===== config.mk =====
export PLATFORM = sky130hd
export DESIGN_NAME = fetch_unit
export DESIGN_NICKNAME = d
export VERILOG_FILES = /design/src/rtl/fetch_unit.sv
export SDC_FILE = /design/constraint.sdc
export NUM_CORES = 1
export LEC_CHECK = 0
export BUFFER_PORTS_ARGS = -buffer_cell sky130_fd_sc_hd__buf_2
export CORE_MARGIN = 2
export CORE_UTILIZATION = 50
export CTS_BUF_LIST = sky130_fd_sc_hd__clkbuf_8
export CTS_CLUSTER_DIAMETER = 150
export DETAILED_ROUTE_END_ITERATION = 12
export PLACE_DENSITY = 0.78
export SLEW_MARGIN = 40
export SYNTH_ARGS = -nofsm -noshare
export SYNTH_HDL_FRONTEND = slang
export SYNTH_SLANG_ARGS = --single-unit

===== constraint.sdc =====
create_clock -name clk -period 2.25 [get_ports clk]
set_clock_uncertainty 0.05 [all_clocks]
set_input_delay 0.1125 -clock clk [delete_from_list [all_inputs] [get_ports clk]]
set_output_delay 0.1125 -clock clk [all_outputs]
set_load 0.1 [all_outputs]

===== src/rtl/fetch_unit.sv =====
// fetch_unit: instruction fetch stage feeding the datapath `isr` input.
// Holds the PC and issues one outstanding word read at a time over a
// req/ack handshake that may take any number of cycles. Fetched words go
// into a small prefetch queue that the datapath pops once per cycle. A
// redirect flushes the queue and restarts fetch at the target. If a read
// is still in flight at that moment, its ack is discarded when it arrives.
// Optional feature macro: FETCH_PERF_CNT_EN adds the saturating counters
// stall_cnt, flush_cnt and drop_cnt.
module fetch_unit #(
    parameter int              PC_W     = 8,
    parameter int              QDEPTH   = 4,
    parameter logic [PC_W-1:0] RESET_PC = '0
) (
    input  logic                      clk,
    input  logic                      reset,
    output logic                      imem_req,
    output logic [PC_W-1:0]           imem_addr,
    input  logic                      imem_ack,
    input  logic [15:0]               imem_data,
    input  logic                      stl,
    input  logic                      redirect,
    input  logic [PC_W-1:0]           target,
    output logic [15:0]               isr,
    output logic                      isr_valid,
    output logic [$clog2(QDEPTH):0]   q_count
`ifdef FETCH_PERF_CNT_EN
    ,
    output logic [15:0]               stall_cnt,
    output logic [15:0]               flush_cnt,
    output logic [15:0]               drop_cnt
`endif
);

    localparam int AW = $clog2(QDEPTH);
    localparam int CW = AW + 1;

    typedef enum logic {
        S_IDLE = 1'b0,
        S_WAIT = 1'b1
    } state_t;

    state_t            state_r;
    logic [PC_W-1:0]   pc_r;
    logic              drop_r;
    logic [AW-1:0]     head_r;
    logic [AW-1:0]     tail_r;
    logic [CW-1:0]     count_r;
    logic [15:0]       mem_r [QDEPTH];

    logic              q_empty_s;
    logic              pop_s;
    logic              push_s;
    logic              issue_s;

    // Only one request is ever in flight, so in IDLE the room check is count alone.
    assign q_empty_s = (count_r == {CW{1'b0}});
    assign pop_s     = !stl && !q_empty_s && !redirect;
    assign push_s    = (state_r == S_WAIT) && imem_ack && !drop_r && !redirect;
    assign issue_s   = (state_r == S_IDLE) && !redirect && (count_r < CW'(QDEPTH));

    assign isr_valid = !q_empty_s && !redirect;
    assign q_count   = count_r;

    // Head of queue straight to the datapath, NOP whenever nothing valid is offered.
    always_comb begin
        isr = 16'h0000;
        if (isr_valid) begin
            isr = mem_r[head_r];
        end else begin
            isr = 16'h0000;
        end
    end

    // Request FSM: issue, wait for ack, discard acks of requests orphaned by a redirect.
    always_ff @(posedge clk or negedge reset) begin
        if (!reset) begin
            state_r   <= S_IDLE;
            imem_req  <= 1'b0;
            imem_addr <= RESET_PC;
            drop_r    <= 1'b0;
        end else begin
            case (state_r)
                S_IDLE: begin
                    if (issue_s) begin
                        state_r   <= S_WAIT;
                        imem_req  <= 1'b1;
                        imem_addr <= pc_r;
                    end else begin
                        state_r   <= S_IDLE;
                    end
                end
                S_WAIT: begin
                    if (imem_ack) begin
                        state_r  <= S_IDLE;
                        imem_req <= 1'b0;
                        drop_r   <= 1'b0;
                    end else if (redirect) begin
                        drop_r   <= 1'b1;
                    end else begin
                        drop_r   <= drop_r;
                    end
                end
                default: begin
                    state_r  <= S_IDLE;
                    imem_req <= 1'b0;
                    drop_r   <= 1'b0;
                end
            endcase
        end
    end

    // Program counter: redirect target wins, otherwise advance on each kept word.
    always_ff @(posedge clk or negedge reset) begin
        if (!reset) begin
            pc_r <= RESET_PC;
        end else if (redirect) begin
            pc_r <= target;
        end else if (push_s) begin
            pc_r <= pc_r + PC_W'(1'b1);
        end else begin
            pc_r <= pc_r;
        end
    end

    // Prefetch queue: circular buffer with flush on redirect.
    always_ff @(posedge clk or negedge reset) begin
        if (!reset) begin
            head_r  <= {AW{1'b0}};
            tail_r  <= {AW{1'b0}};
            count_r <= {CW{1'b0}};
            for (int i = 0; i < QDEPTH; i++) begin
                mem_r[i] <= 16'h0000;
            end
        end else if (redirect) begin
            head_r  <= {AW{1'b0}};
            tail_r  <= {AW{1'b0}};
            count_r <= {CW{1'b0}};
        end else begin
            if (push_s) begin
                mem_r[tail_r] <= imem_data;
                tail_r        <= tail_r + AW'(1'b1);
            end
            if (pop_s) begin
                head_r <= head_r + AW'(1'b1);
            end
            case ({push_s, pop_s})
                2'b10:   count_r <= count_r + CW'(1'b1);
                2'b01:   count_r <= count_r - CW'(1'b1);
                default: count_r <= count_r;
            endcase
        end
    end

`ifdef FETCH_PERF_CNT_EN
    logic stall_evt_s;
    logic drop_evt_s;

    assign stall_evt_s = stl && !q_empty_s;
    assign drop_evt_s  = (state_r == S_WAIT) && imem_ack && (drop_r || redirect);

    // Saturating event counters for stall cycles, flushes and discarded acks.
    always_ff @(posedge clk or negedge reset) begin
        if (!reset) begin
            stall_cnt <= 16'h0000;
            flush_cnt <= 16'h0000;
            drop_cnt  <= 16'h0000;
        end else begin
            if (stall_evt_s && (stall_cnt != 16'hFFFF)) stall_cnt <= stall_cnt + 16'd1;
            else stall_cnt <= stall_cnt;
            if (redirect && (flush_cnt != 16'hFFFF)) flush_cnt <= flush_cnt + 16'd1;
            else flush_cnt <= flush_cnt;
            if (drop_evt_s && (drop_cnt != 16'hFFFF)) drop_cnt <= drop_cnt + 16'd1;
            else drop_cnt <= drop_cnt;
        end
    end
`endif

endmodule


==> metrics.cfg <==
[routing]
wl_per_cell_um=17.0
ant_nets=0
firstDrtPassIters=4
drcViolationCount=0
routed_wl_um=8690
first_iter_violations=60
via_per_inst=5.65
vias=2883

[cts]
cts-root-buf=clkbuf_8
cts_max_level=3
clock_path_buffers=2
clock_latency_ns=0.37
cts_buffers=9
post_cts_buffers=0
tritoncts=built
clk_pin_slew_worst_paths_ns=0.09
cts_sinks=90

[power]
leakage_nw=2.62
power_density_nw_per_um2=1100
peakVddDrop_mv=1.11

[logic_synthesis]
synth_most_common_cell=dfrtp_1
synth_area_leaders=dfrtp_1 51%, mux2_2 18%, mux4_1 7.8%
synth-main-ff-cell=dfrtp_1
synth_nets=345
ys_ff_latch=90
async_reset_ff_share_pct=100
yosysTopAreaCell=dfrtp_1
synth_edf_count=0
ys_seq_area_share_pct=51.2
yosysUniqueCellTypes=46
syn_avg_cell_area_um2=14.2
syn-cell-area_um2=4400
ys_warn_count=0
synth_top_area_share_pct=51.2
synthCells=310
synth.top_cells.by_count=90 x dfrtp_1, 69 x mux2_2, 17 x and2_1

[timing]
fin_crit_sh_pct=95.5
setup_violations=0
worst_slack_ns=0.101
min_period_ns=2.15
slew_headroom_pct=51.9
report.final.slew_viol_count=0
max_freq_ghz=0.465
tns_ns=0
worst_pin_slew_ns=0.721
rsz0062_at_grt=no
hold_violations=0

[setup_path]
worstSetupPathType=reg -> out
crit_path_cell_trace=buf_4 -> mux4_1 -> and2_2 -> buf_12
cp.required_ns=2.09
endpoint_kind=output pin
critPathLaunchType=flop
cp_data_arrival_time_ns=1.99
slowest_delay_ns=0.58
path_max_fanout=13
cp_slowest_cell=mux4_1

[cells_and_area]
multi_input_area_um2=2020
fillers=620
areaGrowthSynthToFinish_pct=26.4
drive_gt1_share_pct=44.8
nNetsFinal=432
diodes=0
seqCellArea_um2=2260
final_cells=510

[placed_design]
place_ws_ns=0.180
gp_congestion=0.734
post-place-cells=467
hpwl_um=5700
portBuffers=57

[floorplanning]
die_area_um2=9560
io_pins=58
die_w_um=97.8
core_area_um2=8640
rows=34
start_util_pct=50.9
die_y_um=97.8

[grt]
grtUsageTotal_pct=19.7
grt_max_degree=57
antenna_found_initial=0
grt_pass1_vias=3023
grt_pass1_wl_um=14700
grt_overflow=0

[status]
status=completed

[hold_path]
hold_class=in -> reg

[flow_run]
drv_cap=0

stage by stage:
stage,instance area (µm²),power [W],hold slack (ns),utilization [%]
3_5_place_dp,5060,0.00489,0.171,58.6
4_1_cts,5560,0.00616,0.0747,64.3
6_report,5560,0.00612,0.0860,64.3
2_1_floorplan,4430,0.00423,-0.233,-
5_1_grt,5560,0.00642,0.103,64.3
3_3_place_gp,5060,0.00480,0.162,58.6
kinds of logic (layout without fill, tap and decap cells):
kind of cell / count (synthesis) / count (layout) / synth area share, %
compound gates: 25 / 25 / 3.96
flops: 90 / 90 / 51.2
mux: 90 / 90 / 28.6
buf+inv: 23 / 115 / 3.42
fa+ha+maj: 6 / 6 / 1.88
xor+xnor: 2 / 2 / 0.399
simple gates: 74 / 74 / 10.5
cell usage in the layout (no fill, tap or decap), types with 5 or more instances in the layout:
cell | synthesis | final
and2_4 | 0 | 8
o211ai_1 | 6 | 6
buf_2 | 4 | 39
or4_1 | 5 | 5
inv_1 | 6 | 6
buf_12 | 0 | 18
buf_4 | 1 | 9
nand4_1 | 7 | 7
ha_1 | 5 | 5
and2_1 | 17 | 8
clkbuf_8 | 1 | 9
mux2_2 | 69 | 69
nor2_1 | 6 | 5
mux4_1 | 13 | 13
dfrtp_1 | 90 | 86
dlygate4sd3_1 | 0 | 27
a21oi_1 | 6 | 6
nand2_1 | 15 | 15
layer usage:
metal  GRT usage (%)  part of all wire (%)  up-vias
met2            32.8                    50       59
met1            25.9                    45     1479
li1                -                     -     1332
met5               0                     0        -
met4            7.37                   1.7        0
met3            3.94                   3.2       13
path summary, 6_finish.rpt:
kind                            cells past startpoint                endpoint              startpoint  slack, ns
max in group asynchronous                           3   mem_r[43]$_DFFE_PN0P_                   reset       1.21
worst min register to register                      1   mem_r[40]$_DFFE_PN0P_   mem_r[40]$_DFFE_PN0P_       0.45
worst min-delay path                                3  q_count[0]$_DFFE_PN0P_                     stl       0.09
worst max register to register                      6  q_count[2]$_DFFE_PN0P_  q_count[2]$_DFFE_PN0P_       0.14
worst max-delay path                                4                  isr[9]   head_r[0]$_DFFE_PN0P_       0.10
min in group asynchronous                           2    mem_r[9]$_DFFE_PN0P_                   reset       0.30
report_power, final:
part           total, W  internal [W]  switching (W)
Combinational   0.00263       0.00100        0.00163
Clock           0.00123      0.000635       0.000599
Sequential      0.00226       0.00202       0.000239
Total           0.00612       0.00366        0.00247
critical path, delay by kind of cell, from the launching register on:
kind	cells	cell delay [ns]
multiplexers	1	0.58
AND/OR/NAND/NOR	1	0.23
flip-flops	1	0.38
buffers and inverters	2	0.43
state kept, by name, summed over array words and instances, names as in the netlist:
name / flops
q_count: 3
pc_r: 8
state_r: 1
imem_req: 1
drop_r: 1
imem_addr: 8
head_r: 2
tail_r: 2
mem_r: 64
timing repair:
action                     in CTS  in global routing
hold endpoints to repair      129                  0
setup endpoints to repair       3                 13
gates resized for setup         1                  1
hold buffers                   27                  0
pin swaps                       0                  1
final cells by class:
cell class	instances	area share, %
Sequential cell	90	40.6
Multi-Input combinational cell	197	36.4
Timing Repair Buffer	93	16.1
Tap cell	108	2.43
Clock buffer	9	2.23
Clock inverter	7	1.82
Inverter	6	0.405
No activity file was read; power rests on OpenSTA's default activity.
